File: src/rtl/std_skid_buffer_pkg.sv
// Shared definitions for the two-entry skid buffer: state encoding and
// the occupancy decode used by the block and its bench.
package std_skid_buffer_pkg;

  // Occupancy states; 2'b10 is unused and recovers to SKID_EMPTY.
  typedef enum logic [1:0] {
    SKID_EMPTY = 2'b00,
    SKID_BUSY  = 2'b01,
    SKID_FULL  = 2'b11
  } skid_state_e;

  // Number of entries held for a given state encoding.
  function automatic logic [1:0] skid_count(input logic [1:0] state);
    logic [1:0] cnt;
    case (state)
      SKID_BUSY: cnt = 2'd1;
      SKID_FULL: cnt = 2'd2;
      default:   cnt = 2'd0;
    endcase
    return cnt;
  endfunction

endpackage

File: src/rtl/std_dffern.sv
// D flip-flop bank with load enable and synchronous active-low reset.
module std_dffern #(
  parameter int                WIDTH       = 1,
  parameter logic [WIDTH-1:0]  RESET_VALUE = '0
) (
  input  logic             clk,
  input  logic             resetn,
  input  logic             en,
  input  logic [WIDTH-1:0] d,
  output logic [WIDTH-1:0] q
);

  // Reset to RESET_VALUE, otherwise load d only when enabled.
  always_ff @(posedge clk) begin
    if (!resetn) begin
      q <= RESET_VALUE;
    end else if (en) begin
      q <= d;
    end else begin
      q <= q;
    end
  end

endmodule

File: src/rtl/std_skid_buffer.sv
// Two-entry valid/ready register slice. The main entry drives the
// downstream port; the skid entry catches the beat accepted while the
// downstream stalls, so s_ready never depends combinationally on m_ready.
module std_skid_buffer
  import std_skid_buffer_pkg::*;
#(
  parameter int                    DATA_WIDTH       = 32,
  parameter logic [DATA_WIDTH-1:0] DATA_RESET_VALUE = '0
) (
  input  logic                  clk,
  input  logic                  resetn,
  input  logic                  flush,
  input  logic                  s_valid,
  output logic                  s_ready,
  input  logic [DATA_WIDTH-1:0] s_data,
  output logic                  m_valid,
  input  logic                  m_ready,
  output logic [DATA_WIDTH-1:0] m_data,
  output logic [1:0]            count
);

  logic [1:0]            state_q;
  logic [1:0]            state_d;
  logic                  s_fire;
  logic                  m_fire;
  logic                  main_en;
  logic                  skid_en;
  logic [DATA_WIDTH-1:0] main_d;
  logic [DATA_WIDTH-1:0] main_q;
  logic [DATA_WIDTH-1:0] skid_q;

  // Handshake outputs are pure decodes of the registered state.
  assign m_valid = (state_q != SKID_EMPTY);
  assign s_ready = (state_q != SKID_FULL);
  assign count   = skid_count(state_q);
  assign m_data  = main_q;

  assign s_fire = s_valid & s_ready;
  assign m_fire = m_valid & m_ready;

  // When draining from FULL the main entry refills from the older skid entry.
  assign main_d = (state_q == SKID_FULL) ? skid_q : s_data;

  // Next-state and data-register enables; flush empties without loading.
  always_comb begin
    state_d = state_q;
    main_en = 1'b0;
    skid_en = 1'b0;
    if (flush) begin
      state_d = SKID_EMPTY;
    end else begin
      case (state_q)
        SKID_EMPTY: begin
          if (s_fire) begin
            main_en = 1'b1;
            state_d = SKID_BUSY;
          end else begin
            state_d = SKID_EMPTY;
          end
        end
        SKID_BUSY: begin
          if (s_fire && m_fire) begin
            main_en = 1'b1;
            state_d = SKID_BUSY;
          end else if (s_fire) begin
            skid_en = 1'b1;
            state_d = SKID_FULL;
          end else if (m_fire) begin
            state_d = SKID_EMPTY;
          end else begin
            state_d = SKID_BUSY;
          end
        end
        SKID_FULL: begin
          if (m_fire) begin
            main_en = 1'b1;
            state_d = SKID_BUSY;
          end else begin
            state_d = SKID_FULL;
          end
        end
        default: begin
          state_d = SKID_EMPTY;
        end
      endcase
    end
  end

  std_dffern #(
    .WIDTH       (2),
    .RESET_VALUE (SKID_EMPTY)
  ) u_state (
    .clk    (clk),
    .resetn (resetn),
    .en     (1'b1),
    .d      (state_d),
    .q      (state_q)
  );

  std_dffern #(
    .WIDTH       (DATA_WIDTH),
    .RESET_VALUE (DATA_RESET_VALUE)
  ) u_main (
    .clk    (clk),
    .resetn (resetn),
    .en     (main_en),
    .d      (main_d),
    .q      (main_q)
  );

  std_dffern #(
    .WIDTH       (DATA_WIDTH),
    .RESET_VALUE (DATA_RESET_VALUE)
  ) u_skid (
    .clk    (clk),
    .resetn (resetn),
    .en     (skid_en),
    .d      (s_data),
    .q      (skid_q)
  );

endmodule
File: config.mk
export PLATFORM = sky130hd
export DESIGN_NAME = std_skid_buffer
export DESIGN_NICKNAME = d
export VERILOG_FILES = /design/src/rtl/std_skid_buffer_pkg.sv /design/src/rtl/std_dffern.sv /design/src/rtl/std_skid_buffer.sv
export SDC_FILE = /design/constraint.sdc
export NUM_CORES = 1
export LEC_CHECK = 0
export BUFFER_PORTS_ARGS = -buffer_cell sky130_fd_sc_hd__buf_2
export CAP_MARGIN = 10
export CORE_ASPECT_RATIO = 2
export CORE_MARGIN = 8
export CORE_UTILIZATION = 35
export DETAILED_ROUTE_END_ITERATION = 6
export GPL_ROUTABILITY_DRIVEN = 0
export GPL_TIMING_DRIVEN = 0
export SYNTH_ARGS = -nofsm -noshare
export SYNTH_HDL_FRONTEND = slang
export SYNTH_SLANG_ARGS = --single-unit
File: constraint.sdc
create_clock -name clk -period 1.23 [get_ports clk]
set_input_delay 0.1845 -clock clk [delete_from_list [all_inputs] [get_ports clk]]
set_output_delay 0.1845 -clock clk [all_outputs]
set_load 0.03 [all_outputs]
== Word-level counts from Yosys, hierarchy flattened ==
Cells that the tools add are included.
Storage, ports and cells
  bits in registers: 66
  latch bits: 0
  bits in writable memories: 0
  ROM bits: 0
  memories: 0
Operators by class
  $add $sub $neg: 0
  $mul: 0
  div/mod/pow operators: 0
  magnitude comparators: 0
  equality and inequality tests: 3
  shift-type cells: 0
  multiplexer cells: 16
  bitwise operators: 3
  reduce and logical (&&, ||, !) cells: 4
Operators by type and width (number)
  2-to-1 mux 32 bit: 1
  2-to-1 mux 1 bit: 9
  2-to-1 mux 2 bit: 3
  one-hot mux 2 bit (3 select lines): 1
  one-hot mux 2 bit (2 select lines): 1
  one-hot mux 1 bit (3 select lines): 1
  bitwise AND 1 bit: 2
  equality test 2 x 1 -> 1 bit (second input constant): 1
  equality test 2 bit (second input constant): 1
  logical NOT 2 bit: 1
  != test 2 bit (second input constant): 1
  nonzero test 2 bit: 1
  OR reduction 2 bit: 1
  logical AND 1 bit: 1
  NOT 1 bit: 1

== Longest topological paths before layout ==
Gate-level depths: netlist (run 1).
  word-level depth: 6
  depth in mapped cells: 6

== Cells and area by module ==
From an unflattened synthesis (run 1), not the netlist that was laid out.
Unflattened totals
  cell total of the unflattened synthesis: 262
  area total of the unflattened synthesis: 3154.3 sq um
By module, submodules not included
  std_dffern at u_main ...: times used 2, cells an instance 103, area each 1243.7 sq um
  std_skid_buffer: times used 1, cells an instance 50, area each 594.3 sq um
  std_dffern at u_state: times used 1, cells an instance 6, area each 72.6 sq um

== Worst setup path before layout (run 1) ==
Ideal clock, no wire load.
  path kind: register -> output
  start: register u_state.q[0]
  end: output port count[0]
  data arrival time: 1.280 ns
  data required time: 1.046 ns
  slack: -0.235 ns
  stages on the path, launching flop included: 4
  buffers on the path: 2
  cell sequence: dfxtp_1 -> buf_2 -> clkbuf_1 -> nor2b_1
On the way
  longest elaborated chain between the ends: 2
RTL lines
  start, declared: line std_dffern.sv:10  | output logic [WIDTH-1:0] q
  start signal, assigned: line std_dffern.sv:20  | q <= q;
  equality test 2 bit / equality test 2 x 1 -> 1 bit (equally long branches): line std_skid_buffer_pkg.sv:15  | case (state)
  one-hot mux 2 bit (2 select lines) *: line std_skid_buffer_pkg.sv:15
  end, declared: line std_skid_buffer.sv:19  | output logic [1:0] count
Mark *: on every way between the ends. The rest lies on a longest branch, timed or not.

== Worst setup path after layout (run 1) ==
  start: register u_state.q[0]
  end: register u_skid.q[28]
On the way
  longest elaborated chain between the ends: 6
RTL lines
  != test 2 bit / nonzero test 2 bit (equally long branches): line std_skid_buffer.sv:34, std_skid_buffer.sv:33
  bitwise AND 1 bit, on equally long branches: line std_skid_buffer.sv:38, std_skid_buffer.sv:39
  2-to-1 mux 1 bit / logical AND 1 bit (equally long branches): line std_skid_buffer.sv:65, std_skid_buffer.sv:62
  2-to-1 mux 1 bit: line std_skid_buffer.sv:62  | if (s_fire && m_fire) begin
  2-to-1 mux 1 bit *: line std_skid_buffer.sv:52  | case (state_q)
  2-to-1 mux 1 bit *: line std_skid_buffer.sv:49  | if (flush) begin
  end signal, assigned: line std_dffern.sv:20
  end, declared: line std_dffern.sv:10
Marks and branches as above.
A chain may end at the register's enable or synchronous reset.

==> flow_metrics.py, run 1 <==
metrics = {
    "outcome": {
        "status": "complete, but fails checks",
        "violations": "negative setup slack",
    },
    "sta": {
        "hold_violations": 0,
        "fmax_mhz": 670,
        "fin_crit_sh": 1.21,
        "slew_headroom": 0.488,
        "rsz0062_at_grt": "yes",
        "final_max_slew_viol_count": 0,
        "finalSetupTns_ns": -13.08,
        "period_needed_ns": 1.49,
        "worstMarginPinSlew_ns": 0.768,
        "fin_skew_ns": 0.00524,
        "layout_setup_ws_ns": -0.262,
        "finalSetupViolCount": 68,
    },
    "routing": {
        "drtIter0Drc": 259,
        "wl_mm": 11.5,
        "wire_per_inst_um": 20.1,
        "wl_met2_mm": 6.29,
        "wl_met1_mm": 4.33,
        "first_pass_iters": 5,
        "wl_met3_um": 474,
        "routed_via_density": 5.91,
        "vias": 3379,
        "ant_nets": 0,
        "top_layer": "met4",
        "drc": 0,
    },
    "clock_tree": {
        "tritoncts": "done",
        "clk_latency_ns": 0.33,
        "clk_pin_slew_ns": 0.06,
        "numCtsBuffers": 9,
        "htreeDepth": 3,
        "clock_path_buffers": 2,
        "cts_root_buffer": "clkbuf_16",
        "cts_num_sinks": 66,
        "cts_hold_buf": 0,
    },
    "floorplanning": {
        "start_util": 0.357,
        "io_pins": 73,
        "fp.coreArea_um2": 8950,
        "dieHeight_um": 151,
        "dieArea_um2": 12600,
        "rows": 49,
        "fp.dieW_um": 83.5,
    },
    "power_and_ir_drop": {
        "internal_power_uw": 4290,
        "seqPwrFrac": 0.389,
        "p_per_area_nw_per_um2": 1200,
        "clkPwrFrac": 0.444,
        "power_switching_uw": 1550,
        "switching_share": 0.265,
        "p_leak_uw": 0.00181,
        "combinationalPowerShare": 0.166,
        "ir_drop_v": 0.000892,
    },
    "critical_path": {
        "end_kind": "register",
        "start_kind": "register",
        "required_ns": 1.49,
        "crit_path_max_fanout": 6,
        "cp.arrival_ns": 1.75,
        "crit_type": "register to register",
    },
    "global_route": {
        "grt_first_pass_wirelength_mm": 18.6,
        "grt_pass1_vias": 3666,
        "antenna_found_initial": 0,
        "globalRouteTotalUtil": 0.180,
        "grt_overflow": 0,
        "grt_max_degree": 11,
    },
    "yosys": {
        "synthArstFlopShare": 0,
        "avgSynthCellArea_um2": 8.92,
        "post-synth-top-count-cell": "dfxtp_1",
        "synth_top_area_cell": "dfxtp_1",
        "yosysWarnings": 0,
        "synth_area_um2": 3190,
        "yosys_register_bits": 66,
        "yosysUniqueCellTypes": 24,
        "synth_seq_area_share": 0.414,
        "netlist.area_leader.share": 0.414,
        "synth_area_leaders": "dfxtp_1 41%, a311oi_2 14%, nand3_1 10%",
        "netlist_instances": 358,
        "yosys-top-cells-count": "66 x dfxtp_1, 64 x nand3_1, 33 x a21oi_1, 33 x nand2_1, 33 x o21ai_0",
        "synth_top_flop_cell": "dfxtp_1",
        "syn-num-nets": 395,
        "synth_edf_count": 0,
    },
    "finish": {
        "n_fill_cell": 799,
        "antennaDiodeCount": 0,
        "nets": 502,
        "finalInstanceArea_um2": 4860,
        "area_growth_pct": 52.1,
        "final_layout_size_suffix_gt1_frac": 0.491,
    },
    "placement": {
        "portBuffers": 72,
        "dpl_cell_area_um2": 3690,
        "dp_worst_setup_slack_ns": -0.397,
        "hpwlAfterDp_mm": 7.36,
    },
    "flow_run": {
        "maxCapViolCount": 0,
    },
    "min_path": {
        "worst_hold_path_type": "input pin to register",
    },
}
## cells by family (layout without fill, tap and decap cells)
group | count (synthesis) | count (layout) | synth area share
DFF | 66 | 66 | 0.414
AOI/OAI and AO/OA | 130 | 130 | 0.338
buffers and inverters | 54 | 166 | 0.0823
and+or+nand+nor | 108 | 108 | 0.166
## per-stage QoR
step                      utilization  power, µW  cells  hold WS [ns]
final                           0.543       5840    572         0.112
after global routing            0.543       6010    572         0.122
after CTS                       0.537       5850    573         0.106
after detailed placement        0.412       3110    532         0.456
after global placement          0.412       3090    532         0.449
after floorplan                     -       2840    358         0.331
## power by group through the flow
stage | registers (µW) | clock network (µW) | logic (µW)
2_1_floorplan | 2450 | 0 | 384
3_3_place_gp | 2310 | 0 | 782
3_5_place_dp | 2310 | 0 | 792
4_1_cts | 2270 | 2610 | 962
5_1_grt | 2280 | 2690 | 1040
6_report | 2280 | 2600 | 973
## worst max-delay path: stages, from the launching register on
cell,delay [ns]
dfxtp_2,0.35
buf_8,0.13
buf_6,0.09
and4bb_1,0.21
buf_6,0.16
buf_12,0.12
buf_16,0.12
nand3_2,0.08
a21oi_2,0.16
## area by class of cell
| type | count | area (µm²) | area share |
|---|---|---|---|
| Clock inverter | 2 | 35.0 | 0.00721 |
| Multi-Input combinational cell | 238 | 1890 | 0.389 |
| Tap cell | 102 | 128 | 0.0263 |
| Timing Repair Buffer | 97 | 704 | 0.145 |
| Sequential cell | 66 | 1330 | 0.273 |
| Clock buffer | 14 | 264 | 0.0544 |
| Buffer | 49 | 493 | 0.101 |
| Inverter | 4 | 15.0 | 0.00309 |
## repair_timing
action,CTS,global route
pin swaps,21,17
gates cloned,6,0
resized for setup,125,26
endpoints found under the hold margin,0,0
setup endpoints to repair,70,68
buffers inserted,20,1
## cell usage in the layout (no fill, tap or decap), types with 7 or more instances in the layout
cell type,count
a21oi_1,23
a21oi_2,10
a311oi_2,32
a41oi_1,16
a41oi_2,16
buf_12,7
buf_2,69
buf_4,14
buf_6,13
clkbuf_1,13
clkbuf_16,12
clkbuf_2,8
clkbuf_8,11
dfxtp_1,64
nand2_1,33
nand3_1,47
nand3_2,16
o21ai_0,28
## metal layers
metal  global-route usage  vias up
li1                     -     1584
met1                0.179     1652
met2                0.335      113
met3               0.0388       30
met4                0.103        0
met5                    0        -
## flip-flops by register name, summed over array words and instances (netlist names)
name,count
u_state.q,2
u_skid.q,32
u_main.q,32
## path summary, 6_finish.rpt
path	cells after the start	start	slack, ns	endpoint
worst min register to register	2	u_skid.q[1]$_SDFFE_PN0P_	0.47	u_skid.q[1]$_SDFFE_PN0P_
worst max register to register	8	u_state.q[0]$_SDFF_PP0_	-0.26	u_skid.q[28]$_SDFFE_PN0P_
worst max-delay path	8	u_state.q[0]$_SDFF_PP0_	-0.26	u_skid.q[28]$_SDFFE_PN0P_
worst min-delay path	3	s_data[18]	0.11	u_skid.q[18]$_SDFFE_PN0P_
No activity file was read; power rests on OpenSTA's default activity.
==> run 2: changes to the inputs <==
Settings changed: CORE_MARGIN 8 to 1.
==> run 2 against run 1 <==
Clock skew increased by 0.0034 ns; sequential cell count unchanged; combinational power up 6%; cell count increased by 1.6%; highest routed layer unchanged; the flow still finishes with violations (negative setup slack); die area down 24%; cell area grew 4.0%.
==> flow_metrics.py, run 2 (synthesized netlist as in run 1, its figures left out) <==
metrics = {
    "outcome": {
        "status": "complete, but fails checks",
        "violations": "negative setup slack",
    },
    "floorplanning": {
        "io_pins": 73,
        "dieHeight_um": 137,
        "rows": 49,
        "fp.dieW_um": 69.5,
        "dieArea_um2": 9530,
        "start_util": 0.357,
        "fp.coreArea_um2": 8950,
    },
    "power_and_ir_drop": {
        "ir_drop_v": 0.00117,
        "internal_power_uw": 4330,
        "clkPwrFrac": 0.441,
        "power_switching_uw": 1590,
        "combinationalPowerShare": 0.175,
        "seqPwrFrac": 0.385,
        "p_leak_uw": 0.00189,
        "switching_share": 0.269,
        "p_per_area_nw_per_um2": 1170,
    },
    "global_route": {
        "globalRouteTotalUtil": 0.234,
        "grt_overflow": 0,
        "grt_util_met3": 0.0545,
        "grt_pass1_vias": 3477,
        "grt_max_degree": 12,
        "grt.met1_usage": 0.231,
        "grt_first_pass_wirelength_mm": 17.2,
        "gr-max-usage-layer": "met2",
        "antenna_found_initial": 0,
        "grt_use_met2": 0.436,
    },
    "sta": {
        "slew_headroom": 0.498,
        "finalSetupTns_ns": -8.80,
        "hold_violations": 0,
        "fmax_mhz": 662,
        "final_max_slew_viol_count": 0,
        "fin_crit_sh": 1.23,
        "layout_setup_ws_ns": -0.280,
        "worstMarginPinSlew_ns": 0.754,
        "period_needed_ns": 1.51,
        "fin_skew_ns": 0.00865,
        "rsz0062_at_grt": "yes",
        "finalSetupViolCount": 66,
    },
    "finish": {
        "finalInstanceArea_um2": 5050,
        "final_cell_mix": "69 x buf_2, 64 x nand3_1, 64 x dfxtp_1",
        "reg_top3": "u_main.q: 32 flops, u_skid.q: 32 flops, u_state.q: 2 flops",
        "layout_commonest_cell": "buf_2",
        "final_layout_size_suffix_gt1_frac": 0.489,
        "nets": 511,
        "antennaDiodeCount": 0,
        "fin_util": 0.565,
        "area_growth_pct": 58.3,
    },
    "critical_path": {
        "start_kind": "register",
        "crit_path_max_fanout": 4,
        "rrSetupSlack_ns": -0.20,
        "cp.arrival_ns": 1.33,
        "crit_type": "register to output pin",
        "end_kind": "output pin",
        "required_ns": 1.05,
    },
    "clock_tree": {
        "cts_root_buffer": "clkbuf_16",
        "clk_latency_ns": 0.34,
        "cts_num_sinks": 66,
        "clock_path_buffers": 2,
        "htreeDepth": 3,
        "clk_pin_slew_ns": 0.05,
        "numCtsBuffers": 9,
        "cts_hold_buf": 0,
        "tritoncts": "done",
    },
    "routing": {
        "drtIter0Drc": 253,
        "vias": 3454,
        "wire_per_inst_um": 19.6,
        "drc": 0,
        "first_pass_iters": 5,
        "ant_nets": 0,
        "wl_mm": 11.4,
        "routed_via_density": 5.94,
    },
    "placement": {
        "portBuffers": 72,
        "hpwlAfterDp_mm": 7.00,
        "dpl_cell_area_um2": 3690,
    },
    "flow_run": {
        "maxCapViolCount": 0,
    },
    "min_path": {
        "worst_hold_path_type": "input pin to register",
    },
}
[run 2: cell count changes in the layout (fill, tap and decap cells not counted), moves of 9 or more]
cell | before | now
a21oi_1 | 23 | 33
a21oi_2 | 10 | 0
a41oi_1 | 16 | 4
a41oi_2 | 16 | 27
buf_6 | 13 | 22
nand3_1 | 47 | 64
nand3_2 | 16 | 0
[run 2: metrics by stage]
| stage | power, µW | hold slack [ns] | setup slack, ns | instances |
|---|---|---|---|---|
| global placement | 3090 | 0.448 | -0.369 | 532 |
| finish | 5930 | 0.110 | -0.280 | 581 |
| detailed placement | 3100 | 0.456 | -0.398 | 532 |
| CTS | 5900 | 0.0985 | -0.275 | 567 |
| floorplan | 2840 | 0.331 | -0.0923 | 358 |
| global route | 6130 | 0.110 | -0.298 | 581 |
[run 2: worst paths after layout]
kind,start,endpoint,cells after the start
setup reg to reg,u_state.q[1]$_SDFF_PP0_,u_main.q[20]$_SDFFE_PN0P_,6
hold / removal,s_data[7],u_skid.q[7]$_SDFFE_PN0P_,3
setup / recovery,u_state.q[0]$_SDFF_PP0_,m_valid,4
hold reg to reg,u_skid.q[10]$_SDFFE_PN0P_,u_skid.q[10]$_SDFFE_PN0P_,2
[run 2: area by class of cell]
| class | instances | area [µm²] |
|---|---|---|
| fillers | 751 | 3900 |
| well taps | 102 | 128 |
| clock inverters | 5 | 52.6 |
| multi-input cells | 238 | 1900 |
| plain buffers | 43 | 449 |
| repair buffers | 112 | 923 |
| flip-flops and latches | 66 | 1330 |
| clock buffers | 11 | 253 |
| inverters | 4 | 15.0 |
[run 2: worst max-delay path: stages (launching register included)]
cell       delay, ns
dfxtp_4         0.36
buf_8           0.13
clkbuf_16       0.13
or2_4           0.24
buf_6           0.14
[run 2: metal layers]
layer | share of wire | wire (µm)
met2 | 0.57 | 6530
met5 | 0 | 0
met3 | 0.050 | 576
met1 | 0.35 | 3980
met4 | 0.028 | 319
[run 2: power by group through the flow]
stage                     combinational [µW]  sequential [µW]  clock [µW]
final                                   1030             2280        2610
after global routing                    1100             2290        2740
after CTS                                974             2280        2650
after detailed placement                 787             2310           0
after global placement                   773             2310           0
after floorplan                          384             2450           0
[run 2: timing repair]
item	4_1_cts	5_1_grt
resized for setup	107	71
setup buffers	16	18
gates cloned	4	4
hold endpoints to repair	0	0
pin swaps	7	29
setup endpoints to repair	68	68
